## config.mk

```make
export PLATFORM = sky130hd
export DESIGN_NAME = irq_arbiter_flat
export DESIGN_NICKNAME = d
export VERILOG_FILES = /design/src/rtl/irq_arbiter_if.sv /design/src/rtl/irq_arbiter.sv /design/src/flat_wrapper.sv
export SDC_FILE = /design/constraint.sdc
export NUM_CORES = 1
export LEC_CHECK = 0
export BUFFER_PORTS_ARGS = -buffer_cell sky130_fd_sc_hd__buf_2
export CAP_MARGIN = 0
export CORE_MARGIN = 2
export CORE_UTILIZATION = 59
export CTS_BUF_LIST = sky130_fd_sc_hd__clkbuf_2
export DETAILED_ROUTE_END_ITERATION = 10
export GPL_TIMING_DRIVEN = 0
export PLACE_DENSITY = 0.82
export SLEW_MARGIN = 20
export SYNTH_ARGS = -nofsm -noshare
export SYNTH_HDL_FRONTEND = slang
export SYNTH_SLANG_ARGS = --single-unit
export TNS_END_PERCENT = 1
```

## constraint.sdc

```tcl
create_clock -name clk_50m -period 2.9 [get_ports clk_50m]
set_input_delay 0.435 -clock clk_50m [delete_from_list [all_inputs] [get_ports clk_50m]]
set_output_delay 0.435 -clock clk_50m [all_outputs]
set_load 0.01 [all_outputs]
```

## src/rtl/irq_arbiter_if.sv

```systemverilog
// rtl/irq_arbiter_if.sv - interrupt lines, core handshake and config bus of irq_arbiter
interface irq_arbiter_if #(
    parameter int NUM_IRQ = 3
);
    logic [NUM_IRQ-1:0] irq_n;
    logic [NUM_IRQ-1:0] cpu_irq;
    logic [NUM_IRQ-1:0] cpu_eoi;
    logic               cfg_we;
    logic [1:0]         cfg_addr;
    logic [7:0]         cfg_wdata;
    logic [7:0]         cfg_rdata;
    logic               busy;

    // Side that drives the interrupt lines, the eoi pulses and the config bus
    modport master (
        output irq_n,
        output cpu_eoi,
        output cfg_we,
        output cfg_addr,
        output cfg_wdata,
        input  cpu_irq,
        input  cfg_rdata,
        input  busy
    );

    // Arbiter side
    modport slave (
        input  irq_n,
        input  cpu_eoi,
        input  cfg_we,
        input  cfg_addr,
        input  cfg_wdata,
        output cpu_irq,
        output cfg_rdata,
        output busy
    );
endinterface

```

## src/rtl/irq_arbiter.sv

```systemverilog
// rtl/irq_arbiter.sv - synchronizing, lowest-index-first interrupt arbiter with holdoff and timeout
module irq_arbiter #(
    parameter int NUM_IRQ     = 3,
    parameter int SYNC_STAGES = 2,
    parameter int HOLDOFF     = 4,
    parameter int TIMEOUT     = 1024
) (
    input  logic         clk_50m,
    input  logic         reset,
    irq_arbiter_if.slave bus
);
    localparam int GW = $clog2(TIMEOUT + 2);
    localparam int HW = $clog2(HOLDOFF + 2);
    localparam logic [GW-1:0] GRANT_LAST = GW'(TIMEOUT - 1);
    localparam logic [HW-1:0] HOLD_LAST  = HW'(HOLDOFF - 1);

    typedef enum logic [1:0] {
        S_IDLE    = 2'd0,
        S_GRANT   = 2'd1,
        S_HOLDOFF = 2'd2
    } state_t;

    // Synchronizer chain: element 0 is the newest sample, SYNC_STAGES-1 the settled one
    logic [SYNC_STAGES-1:0][NUM_IRQ-1:0] sync_q, sync_d;
    logic [NUM_IRQ-1:0] prev_q, prev_d;
    logic [NUM_IRQ-1:0] fall;

    state_t             state_q, state_d;
    logic [NUM_IRQ-1:0] cpu_irq_q, cpu_irq_d;
    logic [2:0]         grant_idx_q, grant_idx_d;
    logic [GW-1:0]      gcnt_q, gcnt_d;
    logic [HW-1:0]      hcnt_q, hcnt_d;

    logic [NUM_IRQ-1:0] mask_q, mask_d;
    logic [NUM_IRQ-1:0] pend_q, pend_d;
    logic [NUM_IRQ-1:0] ovr_q, ovr_d;
    logic               timeout_q, timeout_d;
    logic [7:0]         rdata_q, rdata_d;

    logic [NUM_IRQ-1:0] req;
    logic [2:0]         win_idx;
    logic [NUM_IRQ-1:0] eoi_clr;
    logic               to_set;
    logic               w_mask, w_pend, w_ovr, w_stat;
    logic [NUM_IRQ-1:0] wbits;
    logic               unused_wdata;

    assign unused_wdata = ^bus.cfg_wdata;

    // Shift the raw lines through the synchronizer and flag settled 1->0 transitions
    always_comb begin
        sync_d = {sync_q[SYNC_STAGES-2:0], bus.irq_n};
        prev_d = sync_q[SYNC_STAGES-1];
        fall   = prev_q & ~sync_q[SYNC_STAGES-1];
    end

    // Lowest unmasked pending index wins arbitration
    always_comb begin
        req     = pend_q & ~mask_q;
        win_idx = 3'd0;
        for (int i = NUM_IRQ - 1; i >= 0; i--) begin
            if (req[i]) begin
                win_idx = 3'(i);
            end
        end
    end

    // Next state of the grant FSM, its registered cpu_irq and the grant/holdoff counters
    always_comb begin
        state_d     = state_q;
        cpu_irq_d   = cpu_irq_q;
        grant_idx_d = grant_idx_q;
        gcnt_d      = gcnt_q;
        hcnt_d      = hcnt_q;
        eoi_clr     = '0;
        to_set      = 1'b0;
        case (state_q)
            S_IDLE: begin
                if (|req) begin
                    state_d     = S_GRANT;
                    cpu_irq_d   = NUM_IRQ'(1) << win_idx;
                    grant_idx_d = win_idx;
                    gcnt_d      = '0;
                end
            end
            S_GRANT: begin
                if (|(bus.cpu_eoi & cpu_irq_q) || (gcnt_q >= GRANT_LAST)) begin
                    state_d     = (HOLDOFF == 0) ? S_IDLE : S_HOLDOFF;
                    cpu_irq_d   = '0;
                    grant_idx_d = '0;
                    hcnt_d      = '0;
                    if (|(bus.cpu_eoi & cpu_irq_q)) begin
                        eoi_clr = cpu_irq_q;
                    end else begin
                        to_set = 1'b1;
                    end
                end else begin
                    gcnt_d = gcnt_q + GW'(1);
                end
            end
            S_HOLDOFF: begin
                if (hcnt_q >= HOLD_LAST) begin
                    state_d = S_IDLE;
                end else begin
                    hcnt_d = hcnt_q + HW'(1);
                end
            end
            default: begin
                state_d   = S_IDLE;
                cpu_irq_d = '0;
            end
        endcase
    end

    // Register file updates; a set event always beats a same-cycle clear
    always_comb begin
        w_mask    = bus.cfg_we && (bus.cfg_addr == 2'd0);
        w_pend    = bus.cfg_we && (bus.cfg_addr == 2'd1);
        w_ovr     = bus.cfg_we && (bus.cfg_addr == 2'd2);
        w_stat    = bus.cfg_we && (bus.cfg_addr == 2'd3);
        wbits     = bus.cfg_wdata[NUM_IRQ-1:0];
        mask_d    = w_mask ? wbits : mask_q;
        pend_d    = (pend_q & ~((w_pend ? wbits : '0) | eoi_clr)) | fall;
        ovr_d     = (ovr_q & ~(w_ovr ? wbits : '0)) | (fall & pend_q);
        timeout_d = (timeout_q & ~(w_stat & bus.cfg_wdata[7])) | to_set;
        rdata_d   = 8'h00;
        case (bus.cfg_addr)
            2'd0: rdata_d = 8'(mask_q);
            2'd1: rdata_d = 8'(pend_q);
            2'd2: rdata_d = 8'(ovr_q);
            2'd3: rdata_d = {timeout_q, 3'b000, (state_q == S_GRANT), grant_idx_q};
            default: rdata_d = 8'h00;
        endcase
    end

    // All state; reset forces idle lines, an empty register file and drops cpu_irq at once
    always_ff @(posedge clk_50m or posedge reset) begin
        if (reset) begin
            sync_q      <= '1;
            prev_q      <= '1;
            state_q     <= S_IDLE;
            cpu_irq_q   <= '0;
            grant_idx_q <= '0;
            gcnt_q      <= '0;
            hcnt_q      <= '0;
            mask_q      <= '0;
            pend_q      <= '0;
            ovr_q       <= '0;
            timeout_q   <= 1'b0;
            rdata_q     <= '0;
        end else begin
            sync_q      <= sync_d;
            prev_q      <= prev_d;
            state_q     <= state_d;
            cpu_irq_q   <= cpu_irq_d;
            grant_idx_q <= grant_idx_d;
            gcnt_q      <= gcnt_d;
            hcnt_q      <= hcnt_d;
            mask_q      <= mask_d;
            pend_q      <= pend_d;
            ovr_q       <= ovr_d;
            timeout_q   <= timeout_d;
            rdata_q     <= rdata_d;
        end
    end

    assign bus.cpu_irq   = cpu_irq_q;
    assign bus.cfg_rdata = rdata_q;
    assign bus.busy      = (state_q != S_IDLE);
endmodule

```

## src/flat_wrapper.sv

```systemverilog
// flat-port wrapper written by rule: the top's interface ports become plain ports
module irq_arbiter_flat 
#(
    parameter int NUM_IRQ     = 3,
    parameter int SYNC_STAGES = 2,
    parameter int HOLDOFF     = 4,
    parameter int TIMEOUT     = 1024
)
  (clk_50m, reset, bus_irq_n, bus_cpu_eoi, bus_cfg_we, bus_cfg_addr, bus_cfg_wdata, bus_cpu_irq, bus_cfg_rdata, bus_busy);
  irq_arbiter_if #(.NUM_IRQ(NUM_IRQ)) bus_i ();
  input  logic clk_50m;
  input  logic reset;
  input wire logic [$bits(bus_i.irq_n)-1:0] bus_irq_n;
  input wire logic [$bits(bus_i.cpu_eoi)-1:0] bus_cpu_eoi;
  input wire logic [$bits(bus_i.cfg_we)-1:0] bus_cfg_we;
  input wire logic [$bits(bus_i.cfg_addr)-1:0] bus_cfg_addr;
  input wire logic [$bits(bus_i.cfg_wdata)-1:0] bus_cfg_wdata;
  output wire logic [$bits(bus_i.cpu_irq)-1:0] bus_cpu_irq;
  output wire logic [$bits(bus_i.cfg_rdata)-1:0] bus_cfg_rdata;
  output wire logic [$bits(bus_i.busy)-1:0] bus_busy;
  assign bus_i.irq_n = bus_irq_n;
  assign bus_i.cpu_eoi = bus_cpu_eoi;
  assign bus_i.cfg_we = bus_cfg_we;
  assign bus_i.cfg_addr = bus_cfg_addr;
  assign bus_i.cfg_wdata = bus_cfg_wdata;
  assign bus_cpu_irq = bus_i.cpu_irq;
  assign bus_cfg_rdata = bus_i.cfg_rdata;
  assign bus_busy = bus_i.busy;
  irq_arbiter #(.NUM_IRQ(NUM_IRQ), .SYNC_STAGES(SYNC_STAGES), .HOLDOFF(HOLDOFF), .TIMEOUT(TIMEOUT)) u_core (.clk_50m(clk_50m), .reset(reset), .bus(bus_i));
endmodule
```

==> results of run 1 <==
stage by stage:
step | hold WS [ps] | util (%) | area [µm²] | total power (µW)
6_report | 88.4 | 67.9 | 2470 | 1960
5_1_grt | 37.2 | 67.9 | 2470 | 2100
4_1_cts | 58.0 | 67.9 | 2470 | 1960
3_5_place_dp | 347 | 65.8 | 2390 | 1610
3_3_place_gp | 346 | 65.2 | 2370 | 1580
2_1_floorplan | 345 | - | 2200 | 1390
logic make-up after synthesis:
| group | Yosys count |
|---|---|
| AND/OR/NAND/NOR | 81 |
| flip-flops | 45 |
| AO/OA/AOI/OAI | 42 |
| buffers and inverters | 21 |
| multiplexers | 9 |
| adder cells (fa/ha/maj) | 6 |
| other | 1 |
cell type report:
cell class                 count  area (µm²)  area share (%)
sequential                    45        1140            46.1
multi-input combinational    141         976            39.5
timing repair buffer          23         135            5.47
tap                           48        60.1            2.43
buffer                        10        50.0            2.03
inverter                      11        41.3            1.67
clock inverter                 2        38.8            1.57
clock buffer                   6        30.0            1.22
cells in the final DEF, fill, tap and decap left out, types with 4 or more instances in the layout:
| cell type | n |
|---|---|
| dfrtp_1 | 36 |
| nand2_1 | 27 |
| buf_2 | 22 |
| inv_1 | 10 |
| nor2_1 | 10 |
| dfstp_2 | 9 |
| o21ai_0 | 7 |
| a32o_1 | 7 |
| clkbuf_1 | 6 |
| nor2b_1 | 6 |
| o211ai_1 | 6 |
| ha_1 | 6 |
| clkbuf_2 | 6 |
| nor3_1 | 5 |
| nand3_1 | 5 |
| nor3b_1 | 4 |
| a22o_1 | 4 |
| mux2_2 | 4 |
report_power, final:
part           switching [µW]  internal (µW)
sequential               92.0            743
combinational             467            301
clock                     205            151
total                     764           1190
synth_stat cells, drive strengths merged, types with 2 or more instances:
cell,number
a211oi,3
a21oi,3
a22o,4
a32o,7
and3,3
buf,4
clkbuf,6
dfrtp,36
dfstp,9
ha,6
inv,11
mux2,5
mux2i,2
mux4,2
nand2,27
nand2b,3
nand3,5
nand4,4
nand4b,3
nor2,11
nor2b,6
nor3,5
nor3b,4
nor4,4
o211ai,6
o21a,2
o21ai,7
or3,2
registers in the layout, summed over array words and instances (netlist names), 3 cells and up:
name                  flops
u_core.bus.cfg_rdata      5
u_core.ovr_q              3
u_core.sync_d             3
u_core.mask_q             3
u_core.prev_d             3
u_core.gcnt_q            11
u_core.bus.cpu_irq        3
u_core.prev_q             3
u_core.pend_q             3
u_core.hcnt_q             3
worst paths after layout:
path / to / slack, ps
worst max-delay path: u_core.gcnt_q[7] / 330
worst min-delay path: u_core.sync_d[5] / 90
worst max register to register: u_core.gcnt_q[7] / 330
worst min register to register: u_core.prev_d[2] / 350
max in group asynchronous: u_core.prev_q[1] / 1940
min in group asynchronous: u_core.gcnt_q[6] / 450
per-layer routing:
metal	up-vias	GRT usage (%)	wire [µm]
li1	812	-	-
met1	824	33.1	2020
met2	46	36.9	2170
met3	8	4.51	199
met4	0	10.7	70
met5	-	0	0
critical path: cells and delay by family, from the launching register on:
kind	cells	cell delay, ps
AND/OR/NAND/NOR	3	1440
AO/OA/AOI/OAI	1	120
flip-flops	1	430
adder cells (fa/ha/maj)	1	220
buffers and inverters	2	240
==> summary.md, run 1 <==
| Metric | Value |
|---|---|
| Status | `completed` |
| TritonCTS Buffers | `5` |
| Antenna-violating nets left | `0` |
| PnR worst setup slack | `328 ps` |
| Most frequent CP cell | `inv_1` |
| GP Congestion | `0.862` |
| GRT Resource Usage Total | `23.9%` |
| Largest stage delay, worst path | `950 ps` |
| First-pass GRT wire length | `7670 µm` |
| Vias per inst | `5.91` |
| Vias after detailed routing | `1,690` |
| Hold_sp | `bus_irq_n[2]` |
| Number of max-slew violations in the final report | `0` |
| DR WL/cell | `15.6 µm` |
| Worst min path class | `in -> reg` |
| Area Growth Syn to Fin | `12.4%` |
| Post-Syn Instances | `205` |
| Compound-cell area share of the yosys netlist | `about 15%` |
| Worst EP arrival | `roughly 2900 ps` |
| Largest family of logic cells by synthesized area | `simple AND/OR/NAND/NOR gates` |
| FF-to-FF path depth | `7` |
| Required time of the critical path | `3200 ps` |
| Critical-path top delay cell | `nor4_1` |
| Cell Rows | `22` |
| Clock skew | `20.7 ps` |
| Post-Synth XOR/XNOR Area | `0%` |
| Grt total ovfl | `0` |
| Root Buffer | `clkbuf_2` |
| FF-to-FF Start | `u_core.state_q[0]` |
| Synthesized flop and latch total | `45` |
| Resized Gates After CTS | `0` |
| Routed WL | `4450 µm` |
| RSZ-0062 raised after global routing | `no` |
| Power per cell area | `793 nW/µm²` |
| Hold depth | `1` |
| Peak supply drop | `between 0.4 and 0.5 mV` |
| # Post-CTS Setup Buffers | `0` |
| Initial antenna violation count | `0` |
| Setup crit start | `u_core.state_q[0]` |
| Die span in y | `65.0 µm` |
| I/O pin cnt | `31` |
| Worst-Skew Late Latency | `approximately 420 ps` |
| Mux cell area share after synthesis | `5.52%` |
| CP max FO | `7` |
| Port buffer count | `21` |
| Setup tns final | `0 ps` |
| Post-Synth Adder-Cell Area | `3.42%` |
| Clock Pin Slew Worst Setup and Hold Paths | `220 ps` |
| CTS HTree Levels | `2` |
| Vias in the first global route | `1,662` |
| Crit start category | `register` |
| Share of layout cells above drive strength 1 | `23.5%` |
| Min Clock Period, post-route | `2570 ps` |
| Max-cap viol count | `0` |
| Fillers | `between 200 and 300` |
| Dpl ws | `436 ps` |
| Yosys top cell area share | `41.0%` |
| HPWL after detailed placement | `around 3200 µm` |
| 1st-pass router iterations | `4` |
| Largest net degree at the start of global routing | `37` |
| # hold bufs at CTS | `1` |
| Crit Path Class | `reg -> reg` |
| Clk sinks | `45` |
| Synth area leaders | `dfrtp_1 41%, dfstp_2 11%, nand2_1 4.6%` |
| Die area | `4230 µm²` |
| DR iter-0 viols | `113` |
| Relative slew slack | `26.8%` |
| Leakage Power | `~0.0011 µW` |
| Worst Tran Pin Value | `1090 ps` |
| Crit-path cells | `inv_1 -> ha_1 -> inv_1 -> nor4_1 -> nor2b_1 -> nand4_1 -> o221ai_1` |
| Max Freq | `389 MHz` |
| Post-synth ARST share | `100%` |
| Final Hold Viols | `0` |
| Final setup violating endpoints | `0` |
| Count of cell types in the netlist | `48` |
| Fin cells | `286` |
| Placed Cells | `277` |
| Simple-Gate Fraction of Synth Area | `20.1%` |
| Tcrit/Tclk final | `88.7%` |
| ANT cells | `0` |
| Mean Syn Cell Area | `10.7 µm²` |
| CTS tree | `yes` |
| NumNets Final | `between 200 and 300` |
| Residual DRC count | `0` |
| Post-synthesis sequential area ratio | `51.8%` |
| Die X | `65.0 µm` |
| Initial core utilization | `60.5%` |
| EDFF count, synth | `0` |
| Yosys top cell by area | `dfrtp_1` |
| CP Capture Type | `register` |
| Cell Area, Synth | `2200 µm²` |
| Max clock buf depth | `2` |
| YS warnings | `0` |
| Core region area | `3630 µm²` |
| Synth Flop Type | `dfrtp_1` |
No activity file was read; power rests on OpenSTA's default activity.
==> inputs of run 2 (changes only) <==
- BUFFER_PORTS_ARGS: -buffer_cell sky130_fd_sc_hd__buf_2 -> -buffer_cell sky130_fd_sc_hd__buf_4
==> run 2 against run 1 <==
Via count fell by 2.7%. Worst hold slack improved by 25 ps. Sequential share of layout area fell by 0.89 points. Utilization rose by 1.3 points. Cell area rose by 2.0%. Worst setup slack got worse by 24 ps. Die area did not move. Clock skew rose by 18 ps. Non-clock buffer count did not move. Fmax fell by 0.93%. Critical path depth did not move. Critical endpoint unchanged.
==> summary.md, run 2 (synthesized netlist as in run 1, its figures left out) <==
| Metric | Value |
|---|---|
| Initial antenna violation count | `0` |
| Commonest cells after routing, fill and taps aside | `36 x dfrtp_1, 27 x nand2_1, 24 x buf_4` |
| Vias per inst | `roughly 5.7` |
| Dpl ws | `420 ps` |
| Share of layout cells above drive strength 1 | `about a quarter` |
| Clock Pin Slew Worst Setup and Hold Paths | `210 ps` |
| Max clock buf depth | `2` |
| Setup tns final | `0 ps` |
| Port buffer count | `21` |
| PnR worst setup slack | `between 300 and 400 ps` |
| Die span in y | `65.0 µm` |
| Reg area | `1140 µm²` |
| Clock skew | `38.4 ps` |
| Multi-input logic area | `976 µm²` |
| Largest net degree at the start of global routing | `27` |
| NumNets Final | `between 200 and 300` |
| Cell area after layout | `2520 µm²` |
| Routed WL | `between 4000 and 5000 µm` |
| GP Congestion | `approximately 0.87` |
| CP max FO | `7` |
| Antenna-violating nets left | `0` |
| Resized Gates After CTS | `0` |
| Most frequent CP cell | `inv_1` |
| Area Growth Syn to Fin | `14.6%` |
| Hold_sp | `bus_irq_n[1]` |
| Relative slew slack | `a little under a quarter` |
| CTS tree | `yes` |
| ANT cells | `0` |
| CTS HTree Levels | `2` |
| Die X | `between 60 and 70 µm` |
| Core region area | `3630 µm²` |
| Worst Tran Pin Value | `1140 ps` |
| Die area | `4230 µm²` |
| Tot Pwr | `between 1500 and 2000 µW` |
| Critical-path top delay cell | `nor4_1` |
| Cell Rows | `22` |
| Peak supply drop | `0.496 mV` |
| Worst-Skew Late Latency | `430 ps` |
| # hold bufs at CTS | `1` |
| Worst EP arrival | `2880 ps` |
| Most common cell after layout, fill and taps aside | `dfrtp_1` |
| TritonCTS Buffers | `5` |
| Fillers | `around 280` |
| Crit start category | `register` |
| Max Freq | `about 390 MHz` |
| Grt total ovfl | `0` |
| Worst min path class | `in -> reg` |
| Max reg flops | `11` |
| Residual DRC count | `0` |
| Vias in the first global route | `approximately 1,500` |
| Power per cell area | `778 nW/µm²` |
| Required time of the critical path | `3190 ps` |
| Crit Path Class | `reg -> reg` |
| I/O pin cnt | `31` |
| First-pass GRT wire length | `7180 µm` |
| Status | `completed` |
| FF-to-FF Start | `u_core.state_q[1]` |
| DR iter-0 viols | `approximately 160` |
| Root Buffer | `clkbuf_2` |
| Placed inst area | `2440 µm²` |
| DR WL/cell | `14.4 µm` |
| CP Capture Type | `register` |
| 1st-pass router iterations | `5` |
| Leakage Power | `approximately 0.0011 µW` |
| Vias after detailed routing | `1,644` |
| # Post-CTS Setup Buffers | `0` |
| Crit-path cells | `inv_1 -> ha_1 -> inv_1 -> nor4_1 -> nor2b_1 -> nand4_1 -> o221ai_1` |
| Number of max-slew violations in the final report | `0` |
| HPWL after detailed placement | `3040 µm` |
| Largest stage delay, worst path | `980 ps` |
| Min Clock Period, post-route | `2600 ps` |
| RSZ-0062 raised after global routing | `no` |
| Final Hold Viols | `0` |
| Tcrit/Tclk final | `89.5%` |
| Initial core utilization | `between 60% and 70%` |
| GRT Resource Usage Total | `approximately 23%` |
| Final core utilization | `between 60% and 70%` |
| Max-cap viol count | `0` |
| Top reg by flops | `u_core.gcnt_q` |
| Setup crit start | `u_core.state_q[1]` |
| Final setup violating endpoints | `0` |
| Clk sinks | `45` |
-- run 2: cell counts in the layout (fill, tap and decap cells not counted) --
Identical to the previous run, type by type.
-- run 2: worst paths after layout --
path / cells after the start / slack, ps / endpoint
max: 7 / 300 / u_core.gcnt_q[7]
min: 1 / 110 / u_core.sync_d[4]
max reg2reg: 7 / 300 / u_core.gcnt_q[7]
min reg2reg: 0 / 320 / u_core.prev_d[2]
max in group asynchronous: 4 / 1800 / u_core.prev_q[0]
min in group asynchronous: 3 / 520 / u_core.ovr_q[2]
-- run 2: stage by stage --
stage,instances,hold WS [ps]
after floorplan,207,345
after global placement,276,346
after detailed placement,277,347
after CTS,286,85.4
after global routing,286,35.7
final,286,114
-- run 2: per-layer routing --
metal | vias up | global-route usage [%] | part of all wire (%) | wire [µm]
li1 | 813 | - | - | -
met2 | 40 | 31.3 | 45 | 1840
met3 | 8 | 6.42 | 5.1 | 209
met5 | - | 0 | 0 | 0
met1 | 783 | 33.4 | 49 | 2000
met4 | 0 | 9.11 | 1.8 | 75
-- run 2: critical path: cells and delay by family, from the launching register on --
kind | cells | cell delay, ps
simple gates | 3 | 1470
flops | 1 | 430
buf+inv | 2 | 220
compound gates | 1 | 120
fa+ha+maj | 1 | 220
-- run 2: layout make-up --
class / instances / area share, %
Sequential cell: 45 / 45.2
Multi-Input combinational cell: 141 / 38.8
Clock buffer: 6 / 1.19
Clock inverter: 2 / 1.39
Timing Repair Buffer: 23 / 7.46
Buffer: 10 / 1.99
Tap cell: 48 / 2.39
Inverter: 11 / 1.64
-- run 2: report_power, final --
group | switching, µW | internal [µW]
Combinational | 456 | 323
Clock | 199 | 148
Sequential | 91.0 | 743
